### src/rtl/n64_joybus_rx.sv
// Joybus line receiver: decodes pulse-width bits into an N_BITS word, checks the stop bit and timing.
// Latency: ctrl_clk/frame_err 3 clk_in after the stop-bit rise; no backpressure, strobes are fire-and-forget.
module n64_joybus_rx #(
  parameter int N_BITS      = 32,
  parameter int CLKS_PER_US = 4,
  parameter int TIMEOUT_US  = 8
) (
  input  logic              clk_in,
  input  logic              rst,
  input  logic              din,
  input  logic              enable,
  output logic [N_BITS-1:0] ctrl_state,
  output logic              ctrl_clk,
  output logic              frame_err,
  output logic              busy
);

  localparam int THR  = 2 * CLKS_PER_US;
  localparam int LMAX = 4 * CLKS_PER_US;
  localparam int LMIN = CLKS_PER_US / 2;
  localparam int TO   = TIMEOUT_US * CLKS_PER_US;
  localparam int CMAX = ((LMAX > TO) ? LMAX : TO) + 1;
  localparam int CW   = $clog2(CMAX + 1);
  localparam int BW   = $clog2(N_BITS + 1);

  localparam logic [CW-1:0] THR_C  = CW'(THR);
  localparam logic [CW-1:0] LMAX_C = CW'(LMAX);
  localparam logic [CW-1:0] LMIN_C = CW'(LMIN);
  localparam logic [CW-1:0] TO_C   = CW'(TO);
  localparam logic [CW-1:0] CMAX_C = CW'(CMAX);
  localparam logic [BW-1:0] NB_C   = BW'(N_BITS);

  typedef enum logic [1:0] {
    IDLE = 2'd0,
    LOW  = 2'd1,
    HIGH = 2'd2
  } state_t;

  logic [1:0]        rst_pipe;
  logic              rst_int;
  logic [1:0]        sync_q;
  logic              s;
  logic              s_d;
  logic              fall;

  state_t            state, state_n;
  logic [CW-1:0]     l_cnt, l_n, l_inc;
  logic [CW-1:0]     h_cnt, h_n, h_inc;
  logic [N_BITS-1:0] shreg, sh_n;
  logic [BW-1:0]     bit_cnt, bc_n;
  logic              armed, armed_n;
  logic [N_BITS-1:0] data_n;
  logic              ok_n, err_n;
  logic              is_one;

  // Reset asserts asynchronously but releases on a clock edge.
  always_ff @(posedge clk_in or posedge rst) begin
    if (rst) rst_pipe <= 2'b11;
    else     rst_pipe <= {rst_pipe[0], 1'b0};
  end
  assign rst_int = rst_pipe[1];

  assign s    = sync_q[1];
  assign fall = s_d & ~s;

  always_ff @(posedge clk_in or posedge rst_int) begin
    if (rst_int) begin
      sync_q     <= 2'b11;
      s_d        <= 1'b1;
      state      <= IDLE;
      l_cnt      <= '0;
      h_cnt      <= '0;
      shreg      <= '0;
      bit_cnt    <= '0;
      armed      <= 1'b1;
      ctrl_state <= '0;
      ctrl_clk   <= 1'b0;
      frame_err  <= 1'b0;
      busy       <= 1'b0;
    end else begin
      sync_q     <= {sync_q[0], din};
      s_d        <= s;
      state      <= state_n;
      l_cnt      <= l_n;
      h_cnt      <= h_n;
      shreg      <= sh_n;
      bit_cnt    <= bc_n;
      armed      <= armed_n;
      ctrl_state <= data_n;
      ctrl_clk   <= ok_n;
      frame_err  <= err_n;
      busy       <= (state_n != IDLE);
    end
  end

  always_comb begin
    state_n = state;
    l_n     = l_cnt;
    h_n     = h_cnt;
    sh_n    = shreg;
    bc_n    = bit_cnt;
    armed_n = armed;
    data_n  = ctrl_state;
    ok_n    = 1'b0;
    err_n   = 1'b0;
    l_inc   = (l_cnt == CMAX_C) ? l_cnt : l_cnt + CW'(1);
    h_inc   = (h_cnt == CMAX_C) ? h_cnt : h_cnt + CW'(1);
    is_one  = (l_cnt < THR_C);

    case (state)
      IDLE: begin
        // After a disable, wait for a quiet line so a frame already in flight is not half-decoded.
        if (!armed) begin
          if (!s) begin
            h_n = '0;
          end else if (h_inc >= TO_C) begin
            armed_n = 1'b1;
            h_n     = '0;
          end else begin
            h_n = h_inc;
          end
        end else if (fall) begin
          state_n = LOW;
          l_n     = '0;
          sh_n    = '0;
          bc_n    = '0;
        end
      end

      LOW: begin
        if (!s) begin
          l_n = l_inc;
          if (l_inc > LMAX_C) begin
            err_n   = 1'b1;
            state_n = IDLE;
          end
        end else if (l_cnt < LMIN_C) begin
          err_n   = 1'b1;
          state_n = IDLE;
        end else if (bit_cnt < NB_C) begin
          sh_n    = (shreg << 1) | N_BITS'(is_one);
          bc_n    = bit_cnt + BW'(1);
          h_n     = '0;
          state_n = HIGH;
        end else if (is_one) begin
          ok_n    = 1'b1;
          data_n  = shreg;
          state_n = IDLE;
        end else begin
          err_n   = 1'b1;
          state_n = IDLE;
        end
      end

      HIGH: begin
        if (!s) begin
          state_n = LOW;
          l_n     = '0;
        end else begin
          h_n = h_inc;
          if (h_inc >= TO_C) begin
            err_n   = 1'b1;
            state_n = IDLE;
          end
        end
      end

      default: state_n = IDLE;
    endcase

    if (!enable) begin
      state_n = IDLE;
      ok_n    = 1'b0;
      err_n   = 1'b0;
      data_n  = ctrl_state;
      armed_n = 1'b0;
      h_n     = '0;
    end
  end

endmodule

### config.mk
export PLATFORM = sky130hd
export DESIGN_NAME = n64_joybus_rx
export DESIGN_NICKNAME = d
export VERILOG_FILES = /design/src/rtl/n64_joybus_rx.sv
export SDC_FILE = /design/constraint.sdc
export NUM_CORES = 1
export LEC_CHECK = 0
export ABC_CLOCK_PERIOD_IN_PS = 3500
export CORE_ASPECT_RATIO = 1.5
export CORE_MARGIN = 2
export CORE_UTILIZATION = 57
export DETAILED_ROUTE_END_ITERATION = 6
export GPL_ROUTABILITY_DRIVEN = 0
export HOLD_SLACK_MARGIN = 0.03
export PLACE_DENSITY_LB_ADDON = 0.1
export SYNTH_ARGS = -nofsm -noshare
export SYNTH_HDL_FRONTEND = slang
export SYNTH_SLANG_ARGS = --single-unit
### constraint.sdc
create_clock -name clk_in -period 3.5 [get_ports clk_in]
set_clock_uncertainty 0.2 [all_clocks]
set_input_delay 0.7 -clock clk_in [delete_from_list [all_inputs] [get_ports clk_in]]
set_output_delay 0.7 -clock clk_in [all_outputs]
set_load 0.01 [all_outputs]
==> out/qor.yml, run 1 <==
final_common_cell: "dfrtp_1"
vias: 3057
die_area_um2: 8244
fin_tns_setup_ns: 0
fin_crit_sh_pct: 80.02
cp.required_ns: 3.59
clockBufferDepth: 2
synth-edff-count: 0
rsz0062_at_grt: "false"
nets: 444
p_leak_nw: 2.385
synth_xor_area_share_pct: 0.6130
antenna_found_initial: 0
syn_area_um2: 4287
postSynthAreaPerCell_um2: 10.77
clkSinkCount: 93
final.fill_count: 579
fmax_mhz: 357.0
synth_fp_nets: 411
pwr-share-seq_pct: 58.5
grt_first_pass_wirelength_um: 13520
fin_crit_ns: 2.801
critPathMaxStageDelay_ns: 0.66
area_growth_pct: 15.67
synth.top_cell.area_share_pct: 50.79
routed_wl_um: 8076
synth_compound_area_share_pct: 10.33
rrSetupSlack_ns: 0.70
p_total_w: 0.001902
synthFlopType: "dfrtp_1"
async_reset_ff_share_pct: 100.0
dr.pass1.iters: 4
initial_core_util_pct: 58.93
hold_class: "flip-flop to flip-flop"
chipHeight_um: 110.2
ioPinCount: 39
ys_types: 54
hold_slack_ns: 0.1592
io_buffer_count: 38
cts_buffers: 9
core_area_um2: 7274
hold_buffers: 1
swShare_pct: 22.45
post-cts-setup-buffer-count: 0
synth_seq_area_share_pct: 54.47
htree_levels: 3
max_slew_margin_pct: 34.31
p_sw_w: 0.0004269
cp_max_fo: 12
slew_violations: 0
outcome: "complete, no violations"
p_int_w: 0.001475
netlist_top_cells_area: "dfrtp_1, mux2_2, nand2_1"
yosys.area.top_type: "dfrtp_1"
clock_power_share_pct: 36.8
clock_latency_ns: 0.36
cts_root_buf: "clkbuf_8"
cpMaxStageDelayCell: "or4_1"
drive_gt1_share_pct: 16.78
path_cells: "inv_1, ha_1, nor2b_1, a21oi_1, o2111ai_1, or4_1, a21boi_1"
p_comb_share_pct: 4.7
synth_mux_area_share_pct: 8.903
dieWidth_um: 74.81
final_cell_mix: "dfrtp_1, nand2_1, nand3_1"
overflow: 0
grt_max_degree: 85
avgViaCountPerCell: 5.714
yosysWarningCount: 0
ctsResizeCount: 0
track_usage_pct: 21.51
avgRoutedWirePerCell_um: 15.10
ir_worst_vdd_mv: 0.3138
worstSetupEndpointType: "flip-flop"
drc_errors: 0
diodes: 0
synth-seq-cells: 93
synth_cells: 398
regArea_um2: 2335
power-per-cell-area_nw_per_um2: 383.6
synthAdderAreaFrac_pct: 2.627
grt_pass1_vias: 2984
multi_input_area_um2: 1808
synthSimpleGateAreaFrac_pct: 19.32
startpoint_type: "flip-flop"
maxCapViolCount: 0
hold_violations: 0
setup.worst_path.class: "flip-flop to flip-flop"
synth_top_family_by_area: "simple AND/OR/NAND/NOR gates"
dp_hpwl_um: 5337
setup_viol: 0
rows: 38
cp.arrival_ns: 2.89
ant_nets: 0
path_clk_slew_ns: 0.09
worst_slew_pin_slew_ns: 0.9843
cts_tree: "done"
dr.first_iter.drc_count: 110
power groups by stage:
stage | sequential (W) | clock (W) | combinational [W]
finish | 0.00111 | 0.000700 | 0.0000895
global route | 0.00112 | 0.000752 | 0.000101
CTS | 0.00111 | 0.000720 | 0.0000921
detailed placement | 0.00113 | 0 | 0.0000907
global placement | 0.00113 | 0 | 0.0000876
floorplan | 0.00112 | 0 | 0.0000824
metal layers:
metal / GRT usage [%] / share of wire [%] / vias up
met3: 5.182 / 3.4 / 11
li1: - / - / 1450
met5: 0 / 0 / -
met4: 7.781 / 1.4 / 0
met1: 26.54 / 43 / 1554
met2: 36.41 / 52 / 42
registers in the layout, indices dropped and copies added, names as in the netlist:
name and cells:
busy 1, rst_pipe 2, l_cnt 6, ctrl_clk 1, frame_err 1, sync_q 2, ctrl_state 32, bit_cnt 6
state 2, shreg 32, s_d 1, armed 1, h_cnt 6
metrics by stage:
stage,area (um2),instances,utilization [%],setup WS [ns]
finish,4959,535,68.16,0.6993
global route,4959,535,68.16,0.5524
CTS,4959,535,68.16,0.7321
detailed placement,4752,519,65.33,0.6709
global placement,4752,519,65.33,0.6810
floorplan,4287,398,-,0.6052
worst max-delay path, delay by kind of cell, from the launching register on:
| kind | cells | cell delay, ns |
|---|---|---|
| simple gates | 2 | 0.85 |
| compound gates | 3 | 0.79 |
| buf+inv | 1 | 0.12 |
| fa+ha+maj | 1 | 0.33 |
| flops | 1 | 0.44 |
cell usage after synthesis (2+ instances only):
cell,instances
o21a_1,8
xor2_1,2
o21ai_0,10
a21o_1,2
dfrtp_1,87
o22ai_1,2
nand2b_1,7
and3_1,4
dfstp_2,6
ha_1,9
a21oi_1,10
buf_2,14
or3_1,2
nand3_1,39
nand3b_1,2
clkbuf_1,8
or4_1,2
nand4_1,5
nor2_1,6
nor4_1,5
o2111ai_1,2
o2bb2ai_1,5
a211oi_1,2
and4_1,2
inv_1,12
a22o_1,4
mux2_2,33
nand2_1,78
nor2b_1,4
a31o_2,2
worst paths after layout:
check / start / end / depth (start not counted)
hold reg to reg: sync_q[0]$_DFF_PP1_ / sync_q[1]$_DFF_PP1_ / 0
min in group asynchronous: rst / rst_pipe[1]$_DFF_PP1_ / 2
setup / recovery: state[0]$_DFF_PP0_ / h_cnt[5]$_DFFE_PP0P_ / 7
hold / removal: sync_q[0]$_DFF_PP1_ / sync_q[1]$_DFF_PP1_ / 0
max in group asynchronous: rst_pipe[1]$_DFF_PP1_ / s_d$_DFF_PP1_ / 3
setup reg to reg: state[0]$_DFF_PP0_ / h_cnt[5]$_DFFE_PP0P_ / 7
cells by family (layout without fill, tap and decap cells):
family	count (synthesis)	count (layout)
mux	34	34
simple gates	166	166
buf+inv	35	72
xor+xnor	3	3
compound gates	57	57
other cells	1	1
fa+ha+maj	9	9
flops	93	93
final cells by class:
| cell class | count | area share, % |
|---|---|---|
| Clock buffer | 15 | 3.962 |
| Inverter | 12 | 0.9336 |
| Timing Repair Buffer | 45 | 9.034 |
| Tap cell | 100 | 2.523 |
| Multi-Input combinational cell | 270 | 36.46 |
| Sequential cell | 93 | 47.09 |
No activity file was read; power rests on OpenSTA's default activity.
==> run 2, diff against run 1 <==
- ABC_CLOCK_PERIOD_IN_PS: 3500 -> 2700
- clock period: 3.5 -> 2.7 ns (I/O delays scaled with it)
==> run 2 against run 1 <==
Effect of this change:
- die area did not move
- non-clock buffer count rose by 4
- worst hold slack improved by 0.0022 ns
- via count fell by 0.79%
- count of clock-buffer cells in the layout fell by 4
- setup slack got worse by 0.51 ns
- critical path type unchanged
- cell count rose by 0.93%
- maximum frequency rose by 12%
==> out/qor.yml, run 2 (synthesis gave the netlist of run 1 again) <==
outcome: "complete, no violations"
hold_slack_ns: 0.1614  # +0.002220 ns
routed_wl_um: 8042  # -0.42%
cts_root_buf: "clkbuf_8"
core_area_um2: 7274  # unchanged
cp-startpoint: "state[0]$_DFF_PP0_"
p_leak_nw: 2.410  # +1.1%
ctsResizeCount: 0  # unchanged
cp.arrival_ns: 2.59  # -0.30 ns
dieWidth_um: 74.81  # unchanged
hold_buffers: 0  # -1
grt_max_degree: 92  # +8.2%
maxCapViolCount: 0  # unchanged
fin_crit_sh_pct: 92.91  # +13 points
crit_end: "bit_cnt[4]$_DFFE_PP0P_"
final_cell_mix: "dfrtp_1, nand2_1, nand3_1"
clkSinkCount: 93  # unchanged
grt_pass1_vias: 2930  # -1.8%
cts_buffers: 9  # unchanged
chipHeight_um: 110.2  # unchanged
ir_worst_vdd_mv: 0.4127  # +32%
cts_tree: "done"
clock_latency_ns: 0.35  # about the same
fmax_mhz: 398.6  # +12%
dr.pass1.iters: 4  # unchanged
dp_worst_setup_slack_ns: 0.2276  # -0.4433 ns
final_common_cell: "dfrtp_1"
cp_max_fo: 19  # +7
vias: 3033  # -0.79%
r2r_cells: 7  # unchanged
avgViaCountPerCell: 5.617  # -1.7%
die_area_um2: 8244  # unchanged
rows: 38  # unchanged
dr.first_iter.drc_count: 126  # +15%
antenna_found_initial: 0  # unchanged
initial_core_util_pct: 58.93  # unchanged
ant_nets: 0  # unchanged
fin_cells: 540  # +0.93%
placedCellCount: 524  # +0.96%
hold_class: "flip-flop to flip-flop"
reg2reg_from: "state[0]$_DFF_PP0_"
drive_gt1_share_pct: 17.95  # +1.2 points
fin_crit_ns: 2.509  # -0.2921 ns
rsz0062_at_grt: "false"
startpoint_type: "flip-flop"
track_usage_pct: 21.54  # +0.033 points
io_buffer_count: 38  # unchanged
largestRegisters: "ctrl_state x32, shreg x32"
area_growth_pct: 16.55
power-per-cell-area_nw_per_um2: 494.6  # +29%
htree_levels: 3  # unchanged
worst_slew_pin_slew_ns: 0.7245  # -0.2598 ns
hold_violations: 0  # unchanged
setup.worst_path.class: "flip-flop to flip-flop"
rrSetupSlack_ns: 0.19  # -0.51 ns
worstSetupEndpointType: "flip-flop"
clockBufferDepth: 2  # unchanged
dp_hpwl_um: 5245  # -1.7%
diodes: 0  # unchanged
ioPinCount: 39  # unchanged
max_slew_margin_pct: 51.65  # +17 points
drc_errors: 0  # unchanged
holdPathStages: 0  # unchanged
avgRoutedWirePerCell_um: 14.89  # -1.3%
overflow: 0  # unchanged
fin_tns_setup_ns: 0  # unchanged
reg2reg_to: "bit_cnt[4]$_DFFE_PP0P_"
nets: 448  # +0.90%
slew_violations: 0  # unchanged
setup_viol: 0  # unchanged
post-cts-setup-buffer-count: 0  # unchanged
fin_ws_ns: 0.1914  # -0.5079 ns
cp.required_ns: 2.78  # -0.81 ns
path_clk_slew_ns: 0.09  # about the same
grt_first_pass_wirelength_um: 13650  # +0.92%
-- run 2: cell types whose count changed in the layout (fill, tap and decap cells not counted), sizes merged --
cell         previous run  this run
buf                     6        11
bufinv                  0         1
clkbuf                 15        11
clkinv                  1         4
clkinvlp                0         1
dlygate4sd3             1         0
-- run 2: metal layers --
layer / routed length (um) / track usage [%]
met5: 0 / 0
met4: 130 / 7.781
met1: 3678 / 28.34
met3: 262 / 4.727
met2: 3969 / 34.96
-- run 2: worst min-delay path by stage --
stage          slack [ns]                  start                     to
2_1_floorplan        0.15  rst_pipe[0]$_DFF_PP1_  rst_pipe[1]$_DFF_PP1_
3_3_place_gp         0.15  rst_pipe[0]$_DFF_PP1_  rst_pipe[1]$_DFF_PP1_
3_5_place_dp         0.15  rst_pipe[0]$_DFF_PP1_  rst_pipe[1]$_DFF_PP1_
4_1_cts              0.16  rst_pipe[0]$_DFF_PP1_  rst_pipe[1]$_DFF_PP1_
5_1_grt              0.17  rst_pipe[0]$_DFF_PP1_  rst_pipe[1]$_DFF_PP1_
6_report             0.16  rst_pipe[0]$_DFF_PP1_  rst_pipe[1]$_DFF_PP1_
-- run 2: cell type report --
class	instances	area (um2)
Inverter	12	48.80
Clock inverter	5	50.05
Tap cell	100	125.1
Multi-Input combinational cell	270	1808
Sequential cell	93	2335
Timing Repair Buffer	49	488.0
Clock buffer	11	141.4
Fill cell	581	2278
-- run 2: worst max-delay path, stage by stage (launching register included) --
cell and delay [ns]:
dfrtp_1 0.44, inv_1 0.11, ha_1 0.32, nor3b_4 0.20
nor2_2 0.56, buf_4 0.35, o21ai_0 0.12, a21oi_1 0.13
-- run 2: where the power goes --
part	total [W]	leakage, nW	switching [W]	internal [W]
clock	0.000906	0.103	0.000459	0.000448
combinational	0.000124	1.04	0.0000721	0.0000515
sequential	0.00144	1.27	0.0000321	0.00141
total	0.00247	2.41	0.000563	0.00191
-- run 2: through the flow --
| step | utilization, % | cell area [um2] | total power, W |
|---|---|---|---|
| floorplan | - | 4290 | 0.001556 |
| global placement | 66.05 | 4805 | 0.001590 |
| detailed placement | 66.05 | 4805 | 0.001592 |
| CTS | 68.68 | 4996 | 0.002505 |
| global route | 68.68 | 4996 | 0.002575 |
| finish | 68.68 | 4996 | 0.002471 |
==> run 3, diff against run 2 <==
- CTS_CLUSTER_SIZE: default -> 30
- REMOVE_ABC_BUFFERS: default -> 1
==> run 3 against run 2 <==
Effect of this change:
- largest power group unchanged
- critical endpoint is now bit_cnt[2]$_DFFE_PP0P_
- die area did not move
- count of clock-buffer cells in the layout fell by 1
- worst hold slack got worse by 0.017 ns
- cell count fell by 0.37%
- clock power rose by 25%
- total power rose by 8.7%
- final area rose by 0.78%
- critical path depth rose by 1
- maximum frequency rose by 1.6%
- non-clock buffer count fell by 2
- combinational power fell by 7%
==> out/qor.yml, run 3 (synthesis gave the netlist of run 1 again) <==
outcome: "complete, no violations"
hold_buffers: 0  # unchanged
vias: 3014  # -0.63%
avgRoutedWirePerCell_um: 15.40  # +3.4%
diodes: 0  # unchanged
cpMaxStageDelayCell: "dfrtp_1"
cts_tree: "done"
placed_area_um2: 4787  # -0.36%
reg2reg_from: "state[1]$_DFF_PP0_"
setup_viol: 0  # unchanged
startpoint_type: "flip-flop"
drc_errors: 0  # unchanged
rrSetupSlack_ns: 0.23  # +0.04 ns
avgViaCountPerCell: 5.602  # -0.26%
grt_pass1_vias: 2990  # +2.0%
dr.pass1.iters: 4  # unchanged
nets: 446  # -0.45%
htree_levels: 3  # unchanged
max_slew_margin_pct: 60.12  # +8.5 points
final_cell_mix: "dfrtp_1, nand2_1, nand3_1"
largestRegisters: "ctrl_state x32, shreg x32"
critPathMaxStageDelay_ns: 0.43  # -0.13 ns
clock_latency_ns: 0.36  # about the same
fmax_mhz: 405.0  # +1.6%
p_leak_nw: 2.418  # +0.35%
grt_max_degree: 92  # unchanged
clockBufferDepth: 2  # unchanged
ctsResizeCount: 0  # unchanged
area_growth_pct: 17.45
dp_hpwl_um: 5441  # +3.7%
die_area_um2: 8244  # unchanged
maxCapViolCount: 0  # unchanged
fin_area_um2: 5035  # +0.78%
dieWidth_um: 74.81  # unchanged
r2r_cells: 8  # +1
worst_slew_pin_slew_ns: 0.5976  # -0.1270 ns
grt_first_pass_wirelength_um: 13960  # +2.3%
ant_nets: 0  # unchanged
hold_violations: 0  # unchanged
path_cells: "inv_1, ha_1, nand3b_1, a211oi_4, buf_4, o21ai_0, xor2_1, nor2_1"
io_buffer_count: 38  # unchanged
cp.required_ns: 2.74  # -0.04 ns
rows: 38  # unchanged
path_clk_slew_ns: 0.09  # about the same
overflow: 0  # unchanged
rsz0062_at_grt: "false"
cp.arrival_ns: 2.51  # -0.08 ns
chipHeight_um: 110.2  # unchanged
post-cts-setup-buffer-count: 0  # unchanged
dr.first_iter.drc_count: 127  # +0.79%
finish.utilization_pct: 69.21  # +0.53 points
antenna_found_initial: 0  # unchanged
drive_gt1_share_pct: 17.81  # -0.15 points
ioPinCount: 39  # unchanged
fin_crit_ns: 2.469  # -0.03967 ns
reg2reg_to: "bit_cnt[2]$_DFFE_PP0P_"
final_common_cell: "dfrtp_1"
dp_worst_setup_slack_ns: 0.2677  # +0.04011 ns
power-per-cell-area_nw_per_um2: 533.2  # +7.8%
fin_ws_ns: 0.2311  # +0.03967 ns
ir_worst_vdd_mv: 0.4486  # +8.7%
initial_core_util_pct: 58.93  # unchanged
routed_wl_um: 8283  # +3.0%
clkSinkCount: 93  # unchanged
track_usage_pct: 22.44  # +0.90 points
cts_root_buf: "clkbuf_8"
setup.worst_path.class: "flip-flop to flip-flop"
core_area_um2: 7274  # unchanged
hold_class: "flip-flop to async pin"
slew_violations: 0  # unchanged
cp_max_fo: 37  # +18
cts_buffers: 9  # unchanged
worstSetupEndpointType: "flip-flop"
fin_crit_sh_pct: 91.44  # -1.5 points
## run 3: cell types whose count changed in the layout (fill, tap and decap cells not counted)
cell,delta
clkinvlp_4,+1
bufinv_16,+2
buf_4,-2
clkbuf_1,-1
clkinv_2,-2
## run 3: worst max-delay path by stage
stage | start | end | slack (ns) | cells after the start
6_report | state[1]$_DFF_PP0_ | bit_cnt[2]$_DFFE_PP0P_ | 0.23 | 8
5_1_grt | state[1]$_DFF_PP0_ | bit_cnt[3]$_DFFE_PP0P_ | 0.01 | 8
4_1_cts | state[1]$_DFF_PP0_ | bit_cnt[2]$_DFFE_PP0P_ | 0.24 | 8
3_5_place_dp | state[1]$_DFF_PP0_ | bit_cnt[2]$_DFFE_PP0P_ | 0.27 | 8
3_3_place_gp | state[1]$_DFF_PP0_ | bit_cnt[2]$_DFFE_PP0P_ | 0.36 | 8
2_1_floorplan | state[1]$_DFF_PP0_ | bit_cnt[4]$_DFFE_PP0P_ | -2.72 | 7
## run 3: critical path, delay by kind of cell, from the launching register on
family | cells | cell delay (ns)
adder cells (fa/ha/maj) | 1 | 0.33
buffers and inverters | 2 | 0.51
AO/OA/AOI/OAI | 2 | 0.46
flip-flops | 1 | 0.43
XOR/XNOR | 1 | 0.16
AND/OR/NAND/NOR | 2 | 0.25
## run 3: layout make-up
cell class	count	area, um2
inverters	12	46.29
fillers	571	2240
well taps	100	125.1
repair buffers	47	473.0
multi-input cells	270	1808
clock inverters	6	110.1
flip-flops and latches	93	2335
clock buffers	10	137.6
## run 3: layer usage
metal	up-vias	track usage (%)	part of all wire, %	wire length [um]
met3	12	5.545	3.4	279
li1	1453	-	-	-
met4	0	8.801	1.7	142
met5	-	0	0	0
met2	41	36.66	52	4338
met1	1508	28.57	43	3522
## run 3: through the flow
step / hold WS, ns / cells / TNS (ns) / power (W)
6_report: 0.1449 / 538 / 0 / 0.002685
3_3_place_gp: 0.1483 / 522 / 0 / 0.001585
2_1_floorplan: 0.1452 / 375 / -136.57 / 0.001544
5_1_grt: 0.1710 / 538 / 0 / 0.002800
4_1_cts: 0.1579 / 538 / 0 / 0.002708
3_5_place_dp: 0.1481 / 522 / 0 / 0.001588
## run 3: power by group
part | switching (W) | leakage, nW | internal [W]
sequential | 0.0000333 | 1.27 | 0.00141
clock | 0.000489 | 0.119 | 0.000638
combinational | 0.0000694 | 1.03 | 0.0000460
